`src/rtl/mir_executor.sv`:
```
// Microinstruction executor: holds one 33-bit microword, drives datapath selects,
// runs an optional memory handshake with timeout, then retires and sequences pc.
module mir_executor (
    input  logic        clk,
    input  logic        rst_n,
    input  logic [32:0] mir,
    input  logic        mir_valid,
    input  logic [11:0] br_addr,
    output logic        mir_ready,
    output logic [3:0]  alu_op,
    output logic [1:0]  sh_op,
    output logic        kmx,
    output logic [4:0]  a_sel,
    output logic [5:0]  b_sel,
    output logic [5:0]  c_sel,
    output logic        c_we,
    input  logic        alu_z,
    input  logic        alu_cy,
    output logic        mem_rd,
    output logic        mem_wr,
    input  logic        mem_ack,
    output logic [11:0] pc,
    output logic        flag_z,
    output logic        flag_cy,
    output logic        done,
    output logic        mem_err
);

    typedef enum logic [1:0] {IDLE, EXEC, MEM, RETIRE} state_t;

    state_t      state_q, state_d;
    logic [32:0] hold_q, hold_d;
    logic [3:0]  wait_q, wait_d;
    logic [11:0] pc_q, pc_d;
    logic        flag_z_q, flag_z_d;
    logic        flag_cy_q, flag_cy_d;
    logic        mem_err_q, mem_err_d;

    logic        f_mr, f_mw, f_fen;
    logic [5:0]  f_cbus;
    logic [1:0]  f_cond;
    logic        br_taken;
    logic        bus_en;
    logic        unused_ttype;

    // Ttype bits are numbered by their position in mir, not within the field.
    assign f_mr         = hold_q[25];
    assign f_mw         = hold_q[24];
    assign f_cbus       = hold_q[17:12];
    assign f_fen        = hold_q[8];
    assign f_cond       = hold_q[6:5];
    assign unused_ttype = ^{hold_q[11:9], hold_q[7]};

    assign pc      = pc_q;
    assign flag_z  = flag_z_q;
    assign flag_cy = flag_cy_q;
    assign mem_err = mem_err_q;

    always_comb begin
        br_taken = 1'b0;
        case (f_cond)
            2'b01:   br_taken = flag_z_q;
            2'b10:   br_taken = ~flag_z_q;
            2'b11:   br_taken = flag_cy_q;
            default: br_taken = 1'b0;
        endcase
    end

    always_comb begin
        state_d   = state_q;
        hold_d    = hold_q;
        wait_d    = wait_q;
        pc_d      = pc_q;
        flag_z_d  = flag_z_q;
        flag_cy_d = flag_cy_q;
        mem_err_d = mem_err_q;
        mir_ready = 1'b0;
        bus_en    = 1'b0;
        c_we      = 1'b0;
        mem_rd    = 1'b0;
        mem_wr    = 1'b0;
        done      = 1'b0;
        alu_op    = '0;
        sh_op     = '0;
        kmx       = 1'b0;
        a_sel     = '0;
        b_sel     = '0;
        c_sel     = '0;

        case (state_q)
            IDLE: begin
                mir_ready = rst_n;
                if (mir_valid) begin
                    hold_d  = mir;
                    state_d = EXEC;
                end
            end
            EXEC: begin
                bus_en = 1'b1;
                c_we   = (f_cbus != 6'd0) && !f_mr;
                if (f_fen) begin
                    flag_z_d  = alu_z;
                    flag_cy_d = alu_cy;
                end
                wait_d  = '0;
                state_d = (f_mr || f_mw) ? MEM : RETIRE;
            end
            MEM: begin
                bus_en = 1'b1;
                mem_rd = f_mr;
                mem_wr = f_mw && !f_mr;
                // Fifteen ack-less cycles: the counter reaches 15 on the edge that leaves MEM.
                if (mem_ack) begin
                    c_we    = f_mr && (f_cbus != 6'd0);
                    state_d = RETIRE;
                end else if (wait_q == 4'd14) begin
                    wait_d    = 4'd15;
                    mem_err_d = 1'b1;
                    state_d   = RETIRE;
                end else begin
                    wait_d = wait_q + 4'd1;
                end
            end
            RETIRE: begin
                done    = 1'b1;
                pc_d    = br_taken ? br_addr : pc_q + 12'd1;
                state_d = IDLE;
            end
            default: state_d = IDLE;
        endcase

        if (bus_en) begin
            alu_op = hold_q[32:29];
            sh_op  = hold_q[28:27];
            kmx    = hold_q[26];
            a_sel  = hold_q[4:0];
            b_sel  = hold_q[23:18];
            c_sel  = hold_q[17:12];
        end
    end

    always_ff @(posedge clk) begin
        if (!rst_n) begin
            state_q   <= IDLE;
            hold_q    <= '0;
            wait_q    <= '0;
            pc_q      <= '0;
            flag_z_q  <= 1'b0;
            flag_cy_q <= 1'b0;
            mem_err_q <= 1'b0;
        end else begin
            state_q   <= state_d;
            hold_q    <= hold_d;
            wait_q    <= wait_d;
            pc_q      <= pc_d;
            flag_z_q  <= flag_z_d;
            flag_cy_q <= flag_cy_d;
            mem_err_q <= mem_err_d;
        end
    end

endmodule

```
`config.mk`:
```
export PLATFORM = sky130hd
export DESIGN_NAME = mir_executor
export DESIGN_NICKNAME = d
export VERILOG_FILES = /design/src/rtl/mir_executor.sv
export SDC_FILE = /design/constraint.sdc
export NUM_CORES = 1
export LEC_CHECK = 0
export ABC_AREA = 1
export CAP_MARGIN = 20
export CELL_PAD_IN_SITES_DETAIL_PLACEMENT = 0
export CELL_PAD_IN_SITES_GLOBAL_PLACEMENT = 1
export CORE_MARGIN = 3
export CORE_UTILIZATION = 30
export DETAILED_ROUTE_END_ITERATION = 8
export GPL_TIMING_DRIVEN = 0
export PLACE_DENSITY_LB_ADDON = 0.1
export SLEW_MARGIN = 5
export SYNTH_ARGS = -nofsm -noshare
export SYNTH_HDL_FRONTEND = slang
export SYNTH_SLANG_ARGS = --single-unit
```
`constraint.sdc`:
```
create_clock -name clk -period 2.24 [get_ports clk]
set_input_delay 0.672 -clock clk [delete_from_list [all_inputs] [get_ports clk]]
set_output_delay 0.672 -clock clk [all_outputs]
set_load 0.01 [all_outputs]
```
==> results.md <==
- Status: completed
- Synthesis warning total: 0
- CTS H-tree depth: 2
- Post-synth EDFFs: 0
- NumNets Final: 546
- Count leader, synth: nor2_1
- Rel. slew slack: 0.583
- Placed Area: 0.00360 mm2
- Root Buffer: clkbuf_8
- Met3 Use GR: 0.0418
- Hold Crit Class: reg2reg
- Final Cycle Share: 0.987
- Post-Layout Cell Count: 593
- Power Total: 3.38 mW
- Reg2reg end: hold_q[21]$_SDFFE_PN0P_
- Layout cells sized above 1: 0.156
- Router iterations before antenna repair: 4
- Synth Flop Type: dfxtp_1
- Post-route ant nets: 0
- Row count: 33
- Bufs on Longest Clock Path: 2
- Yosys top cell area share: 0.390
- Worst-margin pin slew: 0.625 ns
- Met1 Track Usage GR: 0.199
- Final Max Slew Viols: 0
- Max FO, Critical Path: 7
- Synth Instances: 385
- PortBufs: 90
- Vias per cell: 4.48
- WP data required: 1.57 ns
- Grt ovf: 0
- Clk Latency, worst-skew pair: 0.30 ns
- Filler cell count in the final layout: 909
- Crit end category: primary output
- Number of global-route vias before repair: 2533
- DR iter-0 viols: 112
- Worst r2r src: state_q[1]$_SDFFE_PN0P_
- Die area: 0.00969 mm2
- Starting density of the core: 0.310
- Crit path DAT: 1.54 ns
- RSZ-0062 raised after global routing: true
- Diodes inserted: 0
- Fin. Hold Viols: 0
- Syn Area/Cell: 6.66 um2
- Netlist cell types: 33
- Max Cap Viol: 0
- Async SR Flop Fraction: 0
- # DRC: 0
- Critical path origin: state_q[1]$_SDFFE_PN0P_
- Pre-CTS setup slack: -0.797 ns
- Leakage Power: 1.72 nW
- Syn_nets: 444
- Final setup viols: 0
- Number of synthesized register bits: 50
- CTS Buf Count: 5
- DRT Wirelength: 7390 um
- Largest net degree at the start of global routing: 16
- Die W: 98.4 um
- Area leader, netlist: dfxtp_1
- Area growth syn-to-layout: 44.7%
- Io pins: 95
- Gp weighted congestion: 0.746
- Core area: 0.00826 mm2
- Reg clk slew, reported paths: 0.10 ns
- Grt peak-use layer: met2
- Startpoint types: flop
- CTS tree: yes
- Wire length per cell: 12.5 um
- First-pass GRT wire length: 11900 um
- Synth cell count leaders: 74 x nor2_1, 70 x nand2_1, 52 x inv_1, 50 x dfxtp_1, 44 x o21ai_0
- Synthesized cell area: 0.00256 mm2
- Fmax: 452 MHz
- Multi-input gate area: 0.00130 mm2
- R2r worst-path depth: 7
- Finished Cell Area: 0.00371 mm2
- IR drop worst, VDD: 0.376 mV
- Initial antenna violation count: 0
- Tmin final: 2.21 ns
- Critical path class: reg2out
- Synth area leaders: dfxtp_1 39%, nor2_1 11%, nand2_1 10%
- GR Util All Layers: 0.150
- Critical Path End: c_sel[5]
- Vias: 2654
- Min Hold Slack: 0.480 ns
- Sequential element share of the synthesized area: 0.390
- Worst Skew: 0.0122 ns
- # clock sinks: 50
- Die Y: 98.4 um
- Setup ws final: 0.0281 ns
- R2r setup slk: 0.71 ns
- Power density cells: 911 mW/mm2
- M2 GR Usage: 0.248
- Post-DP HPWL: 5520 um
- Placed cell count: 580
- Register area: 0.00101 mm2
## power breakdown
| group | internal, mW | switching [mW] | leakage (nW) |
|---|---|---|---|
| sequential | 1.07 | 0.124 | 0.411 |
| combinational | 0.776 | 0.872 | 1.26 |
| clock | 0.221 | 0.311 | 0.0452 |
## placed cells by master (no fill, tap or decap), types with 2 or more instances in the layout
cell type and n:
a21oi_1 20, a21oi_2 3, buf_2 11, buf_4 7, buf_6 2, clkbuf_1 7
clkbuf_2 13, clkbuf_8 7, clkdlybuf4s15_2 5, clkdlybuf4s50_1 60, dfxtp_1 48, dfxtp_4 2
dlygate4sd2_1 3, ha_1 5, ha_2 2, inv_1 49, inv_2 4, nand2_1 70
nand2_2 3, nand3_1 11, nand3b_1 3, nand4_1 2, nor2_1 74, nor2_4 2
nor3_1 2, o211ai_1 3, o21ai_0 44, o21ai_1 3, o21ai_2 4, or2_2 3
## how the worst min path moves through the flow
stage	start	to	cells after the start
5_1_grt	hold_q[0]$_SDFFE_PN0P_	hold_q[0]$_SDFFE_PN0P_	2
3_5_place_dp	mem_err$_SDFFE_PN0P_	mem_err$_SDFFE_PN0P_	2
6_report	mem_err$_SDFFE_PN0P_	mem_err$_SDFFE_PN0P_	2
3_3_place_gp	mem_err$_SDFFE_PN0P_	mem_err$_SDFFE_PN0P_	2
4_1_cts	mem_err$_SDFFE_PN0P_	mem_err$_SDFFE_PN0P_	2
2_1_floorplan	hold_q[24]$_SDFFE_PN0P_	hold_q[24]$_SDFFE_PN0P_	2
## flip-flops by register name, summed over array words and instances (netlist names)
signal	count
flag_cy	1
pc	12
hold_q	29
state_q	2
wait_q	4
mem_err	1
flag_z	1
## final cells by class
cell class / instances / area share
clock buffers: 6 / 0.0196
repair buffers: 97 / 0.233
clock inverters: 2 / 0.00371
inverters: 55 / 0.0563
plain buffers: 15 / 0.0280
flip-flops and latches: 50 / 0.272
multi-input cells: 263 / 0.352
well taps: 105 / 0.0354
## kinds of logic after synthesis
family | synth area share
compound gates | 0.173
simple gates | 0.282
xor+xnor | 0.00342
flops | 0.390
fa+ha+maj | 0.0390
buf+inv | 0.112
## critical path: stages (launching register included)
cell and delay (ns):
dfxtp_4 0.38, inv_4 0.05, ha_4 0.32, clkbuf_8 0.16, nand2_1 0.06, inv_1 0.05
clkdlybuf4s15_2 0.21
## per-stage QoR
| step | util | TNS, ns |
|---|---|---|
| final | 0.449 | 0 |
| after global routing | 0.449 | -0.296 |
| after CTS | 0.457 | -0.0134 |
| after detailed placement | 0.435 | -15.11 |
| after global placement | 0.435 | -15.16 |
| after floorplan | - | 0 |
## repair_timing
action,4_1_cts,5_1_grt
resized for setup,84,30
cloned,1,1
hold buffers,0,0
pin swaps,1,1
setup buffers,4,1
endpoints found under the hold margin,0,0
endpoints found under the setup margin,28,26
## per-layer routing
metal	part of all wire	up-vias
met1	0.47	1177
met5	0	-
met2	0.46	62
met3	0.064	5
li1	-	1410
met4	0.0065	0
(Power assumes the default switching activity.)
